==> src/rtl/shift_chain_sched.sv <==
// Round-robin owner of a shared D-stage serial shift chain: grants one of two
// requesters, shifts its word out LSB-first, and reassembles the returning bits.
module shift_chain_sched #(
  parameter int W = 8,
  parameter int D = 3
) (
  input  logic         c,
  input  logic         rstn,
  input  logic         req0,
  input  logic         req1,
  input  logic [W-1:0] word0,
  input  logic [W-1:0] word1,
  input  logic         stall,
  input  logic         sout,
  output logic         gnt0,
  output logic         gnt1,
  output logic         sen,
  output logic         sdin,
  output logic         busy,
  output logic         dvalid,
  output logic [W-1:0] dout,
  output logic         downer
);

  localparam int CW = $clog2(W + D + 1);
  localparam logic [CW-1:0] W_C    = CW'(W);
  localparam logic [CW-1:0] LAST_C = CW'(W + D - 1);

  typedef enum logic [1:0] {IDLE, SHIFT, DONE} state_t;

  state_t        state_q;
  logic [CW-1:0] cnt_q;
  logic [W-1:0]  pl_q;
  logic [W-1:0]  cap_q;
  logic [W-1:0]  cap_d;
  logic [W-1:0]  dout_q;
  logic          last_q;
  logic          owner_q;
  logic          downer_q;
  logic          gnt0_q;
  logic          gnt1_q;
  logic          win_d;

  // On a tie the requester not served last wins; otherwise the sole requester.
  assign win_d = (req0 && req1) ? ~last_q : req1;

  // Bit k of the word returns from the chain end D shifts after it entered.
  genvar gi;
  generate
    for (gi = 0; gi < W; gi++) begin : g_cap
      assign cap_d[gi] = (cnt_q == CW'(gi + D)) ? sout : cap_q[gi];
    end
  endgenerate

  always_ff @(posedge c) begin
    if (!rstn) begin
      state_q  <= IDLE;
      cnt_q    <= '0;
      pl_q     <= '0;
      cap_q    <= '0;
      dout_q   <= '0;
      last_q   <= 1'b1;
      owner_q  <= 1'b0;
      downer_q <= 1'b0;
      gnt0_q   <= 1'b0;
      gnt1_q   <= 1'b0;
    end else begin
      gnt0_q <= 1'b0;
      gnt1_q <= 1'b0;
      case (state_q)
        IDLE: begin
          if (req0 || req1) begin
            pl_q    <= win_d ? word1 : word0;
            owner_q <= win_d;
            last_q  <= win_d;
            cnt_q   <= '0;
            gnt0_q  <= ~win_d;
            gnt1_q  <= win_d;
            state_q <= SHIFT;
          end
        end
        SHIFT: begin
          if (!stall) begin
            pl_q  <= pl_q >> 1;
            cap_q <= cap_d;
            cnt_q <= cnt_q + 1'b1;
            if (cnt_q == LAST_C) begin
              dout_q   <= cap_d;
              downer_q <= owner_q;
              state_q  <= DONE;
            end
          end
        end
        DONE:    state_q <= IDLE;
        default: state_q <= IDLE;
      endcase
    end
  end

  assign gnt0   = gnt0_q;
  assign gnt1   = gnt1_q;
  assign sen    = (state_q == SHIFT) && !stall;
  assign sdin   = (state_q == SHIFT) && (cnt_q < W_C) && pl_q[0];
  assign busy   = (state_q != IDLE);
  assign dvalid = (state_q == DONE);
  assign dout   = dout_q;
  assign downer = downer_q;

endmodule

==> config.mk <==
export PLATFORM = sky130hd
export DESIGN_NAME = shift_chain_sched
export DESIGN_NICKNAME = d
export VERILOG_FILES = /design/src/rtl/shift_chain_sched.sv
export SDC_FILE = /design/constraint.sdc
export NUM_CORES = 1
export LEC_CHECK = 0
export CORE_MARGIN = 5
export CORE_UTILIZATION = 30
export DETAILED_ROUTE_END_ITERATION = 10
export MAX_ROUTING_LAYER = met4
export PLACE_DENSITY_LB_ADDON = 0.12
export SLEW_MARGIN = 0
export SYNTH_ARGS = -nofsm -noshare
export SYNTH_HDL_FRONTEND = slang
export SYNTH_SLANG_ARGS = --single-unit
==> constraint.sdc <==
create_clock -name c -period 4 [get_ports c]
set_clock_uncertainty 0.05 [all_clocks]
set_input_delay 1 -clock c [delete_from_list [all_inputs] [get_ports c]]
set_output_delay 1 -clock c [all_outputs]
set_load 0.02 [all_outputs]
==> impl_metrics.ini <==
[setup_path]
critical_path.slowest_cell = sky130_fd_sc_hd__clkdlybuf4s50_1
cpLargestDelayFamily = buffers and inverters
cp_data_required_time_ns = 2.95
cp_max_fo = 4
cp-end-kind = output pin
crit_path_start = stall
critPathLaunchType = input pin
buffering_stage_count_on_the_worst_path_with_inverters_included = 2
cp_cell_sequence = clkdlybuf4s50_1, nor3b_2, clkdlybuf4s50_1
r2r-start = state_q[0]
crit_type = input pin to output pin
critPathArrivalTime_ns = 2.40
path_common_cell = sky130_fd_sc_hd__clkdlybuf4s50_1
ff2ff_setup_slack_ns = 2.11
critical_path.max_stage_delay_ns = 0.67

[cts]
path_clk_slew_ns = 0.07
clockBufferDepth = 2
clock_latency_ns = 0.29
post_cts_hold_buffer_count = 0
cts.repair.resized = 0
clock_tree_from_tritoncts = yes
htree_levels = 2
postCtsSetupRepairBufs = 0
tritoncts_num_sinks = 34
numCtsBuffers = 5
cts_root_buffer = sky130_fd_sc_hd__clkbuf_8

[floorplanning]
chipHeight_microns = 87.36
fp-row-count = 28
die_w_microns = 87.36
placeable_core_region_sq_um = 5886
number_of_top_level_pins = 37
design.die.area_sq_um = 7632
start_util_pct = 30.51

[place]
place_congestion = 0.7086
numPortBuffers = 36
dp_hpwl_microns = 3241
placed_cell_area_sq_um = 2170

[grt]
grt.overflow.total = 0
use_met3_pct = 3.311
vias_in_the_first_global_route = 1572
grt_start_max_net_pins = 23
wire_length_of_the_first_global_routing_pass_microns = 7893
antenna_found_initial = 0
global_route.usage.met2_pct = 19.59
grtUsageTotal_pct = 13.59
globalRoute.busiestLayer = met2
use_met1_pct = 18.50

[yosys]
synthDominantAreaCellType = sky130_fd_sc_hd__dfxtp_1
syn-num-nets = 232
synthesis.instances = 206
yosys_warnings = 0
synth-edff-count = 0
synth_top_cell_area_share_pct = 37.91
async_flop_share_pct = 0
ys_dominant_reg_cell = sky130_fd_sc_hd__dfxtp_1
synth_area_leaders = sky130_fd_sc_hd__dfxtp_1 38%, sky130_fd_sc_hd__a21oi_1 7.5%, sky130_fd_sc_hd__mux2i_1 6.7%, sky130_fd_sc_hd__nand3_1 6.1%, sky130_fd_sc_hd__or3b_1 3.9%
synth-seq-cells = 34
synth.distinct_cells = 45
syn_area_sq_um = 1795
syn_avg_cell_area_sq_um = 8.716
yosysSeqAreaShare_pct = 37.91

[route]
dr.pass1.iters = 4
routed_wirelength_microns = 4671
via_count = 1596
avgRoutedWirePerCell_microns = 15.12
antenna_violating_nets_post_route = 0
drt_first_iter_violations = 71
drc_errors = 0
drt-vias-per-instance = 5.165

[finish]
layout.filler_cells = 626
final_area_sq_um = 2276
utilization_pct = 38.67
layout-area-overhead-vs-synth_pct = 26.76
finish.net_count = 259
n_antenna_cell = 0
layout_cells_sized_above_1_pct = 6.410

[timing]
hold_violations = 0
worstMarginPinSlew_ns = 0.8209
min_period_ns = 3.453
setup_viol = 0
fmax_mhz = 289.6
setup_total_negative_slack_ns = 0
rsz0062_at_grt = no
min_period_over_period_pct = 86.33
relSlewSlack_pct = 45.20
timing.final.max_slew_violations = 0

[pwr]
p_per_area_nw_per_um2 = 342.9
ir_drop_worst_case_vdd_uv = 147.2
leakage_power_figure_nw = 0.8175
finalPower_mw = 0.7804

[run]
drv_cap = 0

[min_path]
min_delay_worst_type = register to register
hold_start = cap_q[5]

[run_status]
status = complete, no violations
-- cells in the mapped netlist (2+ instances only) --
cell                       count
sky130_fd_sc_hd__buf_2         7
sky130_fd_sc_hd__o31ai_1       2
sky130_fd_sc_hd__nor2b_1       2
sky130_fd_sc_hd__nor2_1        7
sky130_fd_sc_hd__o21ai_0       3
sky130_fd_sc_hd__ha_1          4
sky130_fd_sc_hd__nand3_1      22
sky130_fd_sc_hd__inv_1         4
sky130_fd_sc_hd__buf_6         2
sky130_fd_sc_hd__o21ai_1       3
sky130_fd_sc_hd__nand2b_1      2
sky130_fd_sc_hd__or3b_1        8
sky130_fd_sc_hd__dfxtp_1      34
sky130_fd_sc_hd__mux2i_1      12
sky130_fd_sc_hd__nand3b_1      5
sky130_fd_sc_hd__a211oi_1      7
sky130_fd_sc_hd__or4_1         2
sky130_fd_sc_hd__nor3_1        3
sky130_fd_sc_hd__clkbuf_1      7
sky130_fd_sc_hd__a311oi_1      7
sky130_fd_sc_hd__a21oi_1      27
sky130_fd_sc_hd__nand2_1      13
-- worst register-to-register path, cell delays in order, from the launching register on --
cell and delay, ns:
sky130_fd_sc_hd__dfxtp_1 0.76, sky130_fd_sc_hd__nand4bb_1 0.34, sky130_fd_sc_hd__nor2_1 0.45, sky130_fd_sc_hd__a211oi_1 0.14
-- power breakdown --
| group | switching [mW] | leakage, nW | internal (mW) | total (mW) |
|---|---|---|---|---|
| Combinational | 0.0551 | 0.488 | 0.0518 | 0.107 |
| Sequential | 0.0115 | 0.277 | 0.351 | 0.363 |
| Clock | 0.124 | 0.0524 | 0.186 | 0.311 |
| Total | 0.191 | 0.818 | 0.590 | 0.780 |
-- placed cells by master (no fill, tap or decap), types with 2 or more instances in the layout --
cell and count:
sky130_fd_sc_hd__nor3_1 3, sky130_fd_sc_hd__clkbuf_8 5, sky130_fd_sc_hd__clkbuf_1 2, sky130_fd_sc_hd__a211oi_1 7, sky130_fd_sc_hd__or4_1 2, sky130_fd_sc_hd__or3b_1 8
sky130_fd_sc_hd__clkdlybuf4s50_1 36, sky130_fd_sc_hd__ha_1 4, sky130_fd_sc_hd__nand2_1 13, sky130_fd_sc_hd__a311oi_1 7, sky130_fd_sc_hd__nor2_1 7, sky130_fd_sc_hd__dfxtp_1 34
sky130_fd_sc_hd__inv_1 4, sky130_fd_sc_hd__nand3b_1 5, sky130_fd_sc_hd__o21ai_0 3, sky130_fd_sc_hd__nor2b_1 2, sky130_fd_sc_hd__nand3_1 22, sky130_fd_sc_hd__mux2i_1 12
sky130_fd_sc_hd__nand2b_1 2, sky130_fd_sc_hd__o31ai_1 2, sky130_fd_sc_hd__buf_4 2, sky130_fd_sc_hd__o21ai_1 3, sky130_fd_sc_hd__a21oi_1 27
-- per-layer routing --
layer	vias to the layer above	wire length [microns]
met2	31	2089
li1	818	-
met1	740	2270
met5	-	0
met3	7	230
met4	0	81
-- logic make-up after synthesis --
group | synth area share, %
AND/OR/NAND/NOR | 25.30
AO/OA/AOI/OAI | 20.98
flip-flops | 37.91
buffers and inverters | 6.341
multiplexers | 6.690
adder cells (fa/ha/maj) | 2.788
-- area by class of cell --
cell class	instances	area, sq um	area share (%)
Clock buffer	7	76.32	3.353
Clock inverter	1	30.03	1.319
Inverter	5	18.77	0.8246
Multi-Input combinational cell	149	1001	43.98
Sequential cell	34	680.7	29.91
Tap cell	75	93.84	4.123
Timing Repair Buffer	38	375.4	16.49
-- sequential cells by signal, indices dropped and copies added, names as in the netlist --
name and cells:
cap_q 7, cnt_q 4, dout 8, downer 1
gnt0 1, gnt1 1, last_q 1, owner_q 1
pl_q 8, state_q 2
-- final timing paths --
kind | to | cells after the start
hold reg to reg | cap_q[5] | 2
setup / recovery | sen | 3
setup reg to reg | dout[1] | 3
hold / removal | cap_q[5] | 2
-- per-stage QoR --
step / hold slack (ns) / std cells / setup WS (ns)
floorplan: 0.3878 / 206 / 1.312
finish: 0.4121 / 309 / 0.5467
CTS: 0.4169 / 309 / 0.5297
detailed placement: 0.4069 / 301 / 0.5408
global placement: 0.3983 / 301 / 0.5393
global route: 0.4434 / 309 / 0.4418
Note: power is estimated with default switching activity, not from simulation.
